[src/rtl/axis_write_addr.sv]
`default_nettype none
// ============================================================================
//  Module      : axis_write_addr
//  Description : Write-path command stage. Accepts one write job (start byte
//                address, length in stream words), hands the stream-word
//                length to axis_write_data, then issues AXI AW bursts of at
//                most 2^AXI_LEN_WIDTH beats that never cross a 4 KB boundary.
//  Revision    : 1.0 - initial release
// ============================================================================
module axis_write_addr #(
   parameter int CFG_DWIDTH     = 32,
   parameter int AXI_ADDR_WIDTH = 32,
   parameter int AXI_LEN_WIDTH  = 4,
   parameter int AXI_DATA_WIDTH = 64,
   parameter int CONVERT_SHIFT  = 1
) (
   input  logic                      clk,
   input  logic                      rst,
   input  logic [CFG_DWIDTH-1:0]     cfg_address,
   input  logic [CFG_DWIDTH-1:0]     cfg_length,
   input  logic                      cfg_val,
   output logic                      cfg_rdy,
   output logic [CFG_DWIDTH-1:0]     data_length,
   output logic                      data_val,
   input  logic                      data_rdy,
   output logic [AXI_ADDR_WIDTH-1:0] axi_awaddr,
   output logic [AXI_LEN_WIDTH-1:0]  axi_awlen,
   output logic                      axi_awvalid,
   input  logic                      axi_awready,
   output logic                      busy
);

   // log2 of bytes per AXI beat
   localparam int c_byte_shift = $clog2(AXI_DATA_WIDTH / 8);
   // largest burst in beats, widened for comparison against the beat counter
   localparam logic [CFG_DWIDTH-1:0] c_maxb = CFG_DWIDTH'(1) << AXI_LEN_WIDTH;
   // rounding term so a partial group of stream words still costs a full beat
   localparam logic [CFG_DWIDTH:0] c_round = (CFG_DWIDTH+1)'((1 << CONVERT_SHIFT) - 1);
   localparam logic [AXI_LEN_WIDTH:0] c_one = (AXI_LEN_WIDTH+1)'(1);

   typedef enum logic [1:0] {
      IDLE = 2'd0,
      DATA = 2'd1,
      CALC = 2'd2,
      ADDR = 2'd3
   } state_t;

   state_t                    r_state;
   state_t                    w_state_next;
   logic [AXI_ADDR_WIDTH-1:0] r_addr;
   logic [CFG_DWIDTH-1:0]     r_beats;

   logic                      w_accept;
   logic [AXI_ADDR_WIDTH-1:0] w_cfg_addr;
   logic [CFG_DWIDTH:0]       w_beats_sum;
   logic [12:0]               w_room_beats;
   logic [CFG_DWIDTH-1:0]     w_room_ext;
   logic [CFG_DWIDTH-1:0]     w_min_len;
   logic [CFG_DWIDTH-1:0]     w_min_all;
   logic [AXI_LEN_WIDTH:0]    w_blen;
   logic [CFG_DWIDTH-1:0]     w_beats_left;
   logic [AXI_ADDR_WIDTH-1:0] w_addr_step;

   // Job acceptance, beat rounding and burst sizing arithmetic
   always_comb begin
      w_accept     = cfg_val & cfg_rdy;
      w_cfg_addr   = AXI_ADDR_WIDTH'(cfg_address);
      w_beats_sum  = {1'b0, cfg_length} + c_round;
      // beats left before the next 4 KB page; the address is beat-aligned
      w_room_beats = (13'h1000 - {1'b0, r_addr[11:0]}) >> c_byte_shift;
      w_room_ext   = CFG_DWIDTH'(w_room_beats);
      w_min_len    = (r_beats < c_maxb) ? r_beats : c_maxb;
      w_min_all    = (w_room_ext < w_min_len) ? w_room_ext : w_min_len;
      w_blen       = (AXI_LEN_WIDTH+1)'(w_min_all);
      w_beats_left = r_beats - CFG_DWIDTH'(w_blen);
      w_addr_step  = AXI_ADDR_WIDTH'(w_blen) << c_byte_shift;
   end

   // State register
   always_ff @(posedge clk or negedge rst) begin
      if (!rst) begin
         r_state <= IDLE;
      end else begin
         r_state <= w_state_next;
      end
   end

   // Next-state decode
   always_comb begin
      w_state_next = r_state;
      case (r_state)
         IDLE: begin
            // a zero-length job is consumed without any handoff or burst
            if (w_accept && (cfg_length != '0)) begin
               w_state_next = DATA;
            end
         end
         DATA: begin
            if (data_rdy) begin
               w_state_next = CALC;
            end
         end
         CALC: begin
            w_state_next = ADDR;
         end
         ADDR: begin
            if (axi_awready) begin
               w_state_next = (w_beats_left != '0) ? CALC : IDLE;
            end
         end
         default: begin
            w_state_next = IDLE;
         end
      endcase
   end

   // Registered outputs follow the next state; datapath updates per state
   always_ff @(posedge clk or negedge rst) begin
      if (!rst) begin
         cfg_rdy     <= 1'b0;
         data_val    <= 1'b0;
         axi_awvalid <= 1'b0;
         busy        <= 1'b0;
         r_addr      <= '0;
         r_beats     <= '0;
         data_length <= '0;
         axi_awaddr  <= '0;
         axi_awlen   <= '0;
      end else begin
         cfg_rdy     <= (w_state_next == IDLE);
         data_val    <= (w_state_next == DATA);
         axi_awvalid <= (w_state_next == ADDR);
         busy        <= (w_state_next != IDLE);
         case (r_state)
            IDLE: begin
               if (w_accept) begin
                  r_addr      <= (w_cfg_addr >> c_byte_shift) << c_byte_shift;
                  r_beats     <= CFG_DWIDTH'(w_beats_sum >> CONVERT_SHIFT);
                  data_length <= cfg_length;
               end
            end
            CALC: begin
               axi_awaddr <= r_addr;
               axi_awlen  <= AXI_LEN_WIDTH'(w_blen - c_one);
            end
            ADDR: begin
               if (axi_awready) begin
                  r_addr  <= r_addr + w_addr_step;
                  r_beats <= w_beats_left;
               end
            end
            default: begin
            end
         endcase
      end
   end

endmodule
`default_nettype wire

[config.mk]
export PLATFORM = sky130hd
export DESIGN_NAME = axis_write_addr
export DESIGN_NICKNAME = d
export VERILOG_FILES = /design/src/rtl/axis_write_addr.sv
export SDC_FILE = /design/constraint.sdc
export NUM_CORES = 1
export LEC_CHECK = 0
export CAP_MARGIN = 40
export CORE_UTILIZATION = 49
export CTS_CLUSTER_SIZE = 40
export DETAILED_ROUTE_END_ITERATION = 6
export PLACE_DENSITY = 0.79
export SETUP_SLACK_MARGIN = 0.05
export SYNTH_ARGS = -nofsm -noshare
export SYNTH_HDL_FRONTEND = slang
export SYNTH_SLANG_ARGS = --single-unit
export TNS_END_PERCENT = 30
[constraint.sdc]
create_clock -name clk -period 5.85 [get_ports clk]
set_input_delay 1.4625 -clock clk [delete_from_list [all_inputs] [get_ports clk]]
set_output_delay 1.4625 -clock clk [all_outputs]
set_load 0.01 [all_outputs]
======== Word-level counts from Yosys, hierarchy flattened ========
Index checks and enable logic that the tools add are counted.
W data, S select, Z words.
operators by class
  eq/ne operators ......................... 7
  $add $sub $neg .......................... 5
  magnitude comparators ................... 2
  bitwise logic cells ..................... 1
  reductions and logical operators ........ 9
  muxes and demuxes ....................... 13
operator list
  kind                      number
  $mux W32                  5
  $pmux W32 S2              2
  $reduce_bool A32 Y1       2
  $add A32 B1 Y33 const B   1
  $add A32 B8 Y32           1
  $lt A10 B32 Y1            1
  $lt A32 B5 Y1 const B     1
  $sub A32 B5 Y32           1
  $sub A13 B12 Y13 const A  1
  $mux W2                   4
  $pmux W2 S4               1
  $eq A2 B2 Y1 const B      3
  $mux W5                   1
  $eq A2 B1 Y1 const B      2
  $logic_not A2 Y1          2
  $ne A2 B2 Y1 const B      2
  $reduce_bool A2 Y1        2
  $sub A4 B1 Y4 const B     1
  $reduce_and A3 Y1         1
  $reduce_and A2 Y1         1
  $and A1 B1 Y1             1
  $logic_and A1 B1 Y1       1
word-level totals
  input bits .............................. 69
  output and inout bits ................... 72
  bits in registers ....................... 138
  word-level logic and storage cells ...... 47

======== Depth between registers and ports, before layout ========
  depth in word-level cells ............... 10
  mapped depth ............................ 27

======== Worst setup path after synthesis ========
OpenSTA, ideal clock, no wires.
  kind .................................... register -> register
  start point ............................. reg r_beats[14]
  end point ............................... reg busy
  cell stages (with the launch flop) ...... 27
  setup time .............................. 0.124 ns
  slack ................................... -0.235 ns
  arrival time ............................ 5.961 ns
  path buffers ............................ 3
  data required time ...................... 5.726 ns
  cells stage by stage .................... dfrtp_1 > buf_4 > nor4_1 > nand3_2 > or3_1 > clkbuf_1 > inv_1 > nand2_1 > ha_1 > a21oi_1 > a21oi_1 > o21ai_0 > clkbuf_1 > nand2_1 > o21ai_0 > ha_1 > inv_1 > ha_1 > o21ai_0 > inv_1 > a222oi_1 > a31oi_1 > or3_1 > a2111oi_2 > o2111ai_1 > o31a_1 > or2_1
between the ends
  longest elaborated chain between the ends .. 10
RTL lines
  element                 line  source
  start, declared         51    logic [CFG_DWIDTH-1:0] r_beats;
  start signal, assigned  138   r_beats <= CFG_DWIDTH'(w_beats_sum >> CONVERT_SHIFT);
  start signal, assigned  149   r_beats <= w_beats_left;
  $lt A32 B5 Y1           72    w_min_len = (r_beats < c_maxb) ? r_beats : c_maxb;
  $mux W32                72
  $lt A10 B32 Y1          73    w_min_all = (w_room_ext < w_min_len) ? w_room_ext : w_min_len;
  $mux W5                 73
  $sub A32 B5 Y32 *       75    w_beats_left = r_beats - CFG_DWIDTH'(w_blen);
  $reduce_bool A32 Y1 *   108   w_state_next = (w_beats_left != '0) ? CALC : IDLE;
  $mux W2 *               108
  $mux W2 *               107   if (axi_awready) begin
  $pmux W2 S4 *           91    case (r_state)
  net w_state_next[1]     49    state_t w_state_next;
  $reduce_bool A2 Y1 *    133   busy <= (w_state_next != IDLE);
  end signal, assigned    133
  end, declared           30    output logic busy
Mark *: on every way through the listed nets, which the timed path passes. The rest lies on a longest branch.
A chain may end at the register's enable or synchronous reset.

======== Worst setup path in the final report ========
  start point ............................. reg r_beats[17]
  end point ............................... reg busy
The elaborated chain is that of the path after synthesis.

==> impl_metrics.json <==
{
  "status": "finished, violations left",
  "violations": "DRC",
  "grt_pass1_vias": 8159,
  "final_cell_mix": "nand2_1 (165), clkdlybuf4s50_1 (133), dfrtp_1 (130)",
  "die_x_um": 134,
  "powerDensity_nw_per_um2": 501,
  "critPathSlowestCell": "or3_4",
  "cts_hold_buf": 0,
  "drc": 2,
  "clock_skew_ns": 0.0172,
  "synth_cells": 1038,
  "rr_startpoint": "r_beats[17]",
  "whs_path_depth": 2,
  "synth_area_leaders": "dfrtp_1 (39%), nand2_1 (7.3%), o21ai_0 (4.2%)",
  "relSlewSlack": 0.478,
  "reg2reg_slack_ns": 0.27,
  "final_nets": 1271,
  "syn_avg_cell_area_sq_um": 8.25,
  "via_per_inst": 6.05,
  "n_fill_cell": 1388,
  "synth_seq_cells": 132,
  "clk_pin_slew_worst_paths_ns": 0.06,
  "hpwl_um": 17900,
  "yosysWarnings": 0,
  "ios": 141,
  "place_congestion": 0.948,
  "antenna_found_initial": 0,
  "maxCapViolations": 0,
  "layout_min_cycle_time_ns": 5.58,
  "die_y_um": 134,
  "diodes": 0,
  "cts_inserted_buffers": 17,
  "worstPathMaxFanout": 4,
  "layout_commonest_cell": "nand2_1",
  "wl_per_cell_um": 17.9,
  "cts_buffer_depth": 2,
  "min_path_type": "reg -> reg",
  "rows": 47,
  "cts_tree": "built",
  "crit_family": "compound AO/OA/AOI/OAI gates",
  "ys_seq_area_frac": 0.386,
  "grt_pass1_wl_um": 41700,
  "layout-drive-gt1-share": 0.123,
  "setup_tns_ns": 0,
  "synth.cell_area_sq_um": 8570,
  "final_area_sq_um": 11000,
  "core_sq_um": 16800,
  "ir_drop_mv": 0.271,
  "grt_overflow": 0,
  "crit_path_max_incr_delay_ns": 0.42,
  "synth.top_cell.area_share": 0.386,
  "h-tree-depth": 4,
  "path_buf_inv": 5,
  "clock_latency_ns": 0.44,
  "dpl-instance-area_sq_um": 10400,
  "maxSlewViolCount": 0,
  "cp-start-kind": "flop",
  "p_leak_nw": 4.49,
  "setup_viol": 0,
  "initial_utilization": 0.509,
  "worstMarginPinSlew_ns": 0.783,
  "async_reset_ff_frac": 1.00,
  "required_ns": 6.18,
  "wirelength_um": 25300,
  "synth-edff-count": 0,
  "drtAntennaViolNets": 0,
  "grt_util_all_layers": 0.292,
  "cp-end-kind": "flop",
  "port_buffers": 134,
  "num_vias": 8555,
  "hold_violations": 0,
  "crit_type": "reg -> reg",
  "period_share": 0.953,
  "grt_start_max_net_pins": 84,
  "max_freq_mhz": 179,
  "dr.pass1.iters": 7,
  "min_from": "data_length[11]",
  "die_area_sq_um": 18000,
  "syn_to_final_growth_pct": 28.8,
  "holdPathEnd": "data_length[11]",
  "yosysUniqueCellTypes": 74,
  "clock_sinks": 132,
  "cp.arrival_ns": 5.90,
  "worst-r2r-cell-count": 25,
  "reg2reg_to": "busy",
  "synth_ff_type": "dfrtp_1",
  "clockRootBuffer": "clkbuf_16",
  "dr.first_iter.drc_count": 745,
  "synth_area_leader_cell": "dfrtp_1",
  "rsz0062_at_grt": "false"
}
==> how the worst max path moves through the flow <==
stage                           start  endpoint  cells after the start
after floorplan           r_beats[14]      busy                     26
after global placement    r_beats[10]      busy                     22
after detailed placement  r_beats[10]      busy                     22
after CTS                 r_beats[10]      busy                     22
after global routing      r_beats[17]      busy                     25
final                     r_beats[17]      busy                     25
==> report_power, final <==
| group | internal [mW] | total [mW] | switching [mW] |
|---|---|---|---|
| registers | 1.20 | 1.50 | 0.301 |
| clock network | 0.590 | 1.03 | 0.444 |
| logic | 1.31 | 2.99 | 1.68 |
==> metal layers <==
metal | share of wire | global-route usage
met2 | 0.45 | 0.452
met4 | 0.016 | 0.0943
met3 | 0.084 | 0.0563
met5 | 0 | 0
met1 | 0.45 | 0.412
==> kinds of logic (layout without fill, tap and decap cells) <==
family | after synthesis | after routing | synth area share
multiplexers | 27 | 27 | 0.0353
adder cells (fa/ha/maj) | 23 | 23 | 0.0327
XOR/XNOR | 47 | 47 | 0.0481
buffers and inverters | 101 | 252 | 0.0473
AND/OR/NAND/NOR | 427 | 427 | 0.237
other | 2 | 8 | 0.000877
AO/OA/AOI/OAI | 279 | 279 | 0.213
flip-flops | 132 | 132 | 0.386
==> per-stage QoR <==
step	utilization	power (mW)	instances	hold WS [ns]	setup slack [ns]
2_1_floorplan	-	3.26	1044	0.469	0.0896
3_3_place_gp	0.613	4.29	1377	0.460	0.233
3_5_place_dp	0.616	4.34	1379	0.463	0.137
4_1_cts	0.649	5.41	1411	0.479	0.0905
5_1_grt	0.656	5.89	1415	0.497	0.00714
6_report	0.656	5.53	1415	0.473	0.275
==> cell usage after synthesis (all sizes together), types with 13 or more instances <==
master    n
nand4    15
nor3     33
xnor2    24
a21oi    66
o21ai    72
ha       20
mux2     26
inv      33
nand3    48
nor2     83
o22ai    21
xor2     23
a211oi   13
clkbuf   57
and3     16
nand2   166
a31oi    15
nor4     20
dfrtp   132
==> registers in the layout (all words and copies together), names as in the netlist <==
name and flops:
r_state 2, axi_awlen 4, r_beats 32, busy 1, data_val 1, axi_awaddr 29, cfg_rdy 1, r_addr 29
axi_awvalid 1, data_length 32
==> cell type report <==
cell class                 count  area [sq um]  share of cell area
sequential                   132          3310               0.300
timing repair buffer         187          1790               0.163
tap                          220           275              0.0250
clock inverter                13           125              0.0113
multi-input combinational    811          4980               0.451
inverter                      33           124              0.0112
clock buffer                  19           433              0.0392
==> repair_timing <==
action,in CTS,in global routing
endpoints found under the setup margin,0,4
gates resized for setup,0,18
setup buffers,0,4
==> tightest hold or removal path: cells and delay by family (launching register included) <==
kind	cells	cell delay, ns
AND/OR/NAND/NOR	2	0.11
flip-flops	1	0.34
(Power assumes the default switching activity.)
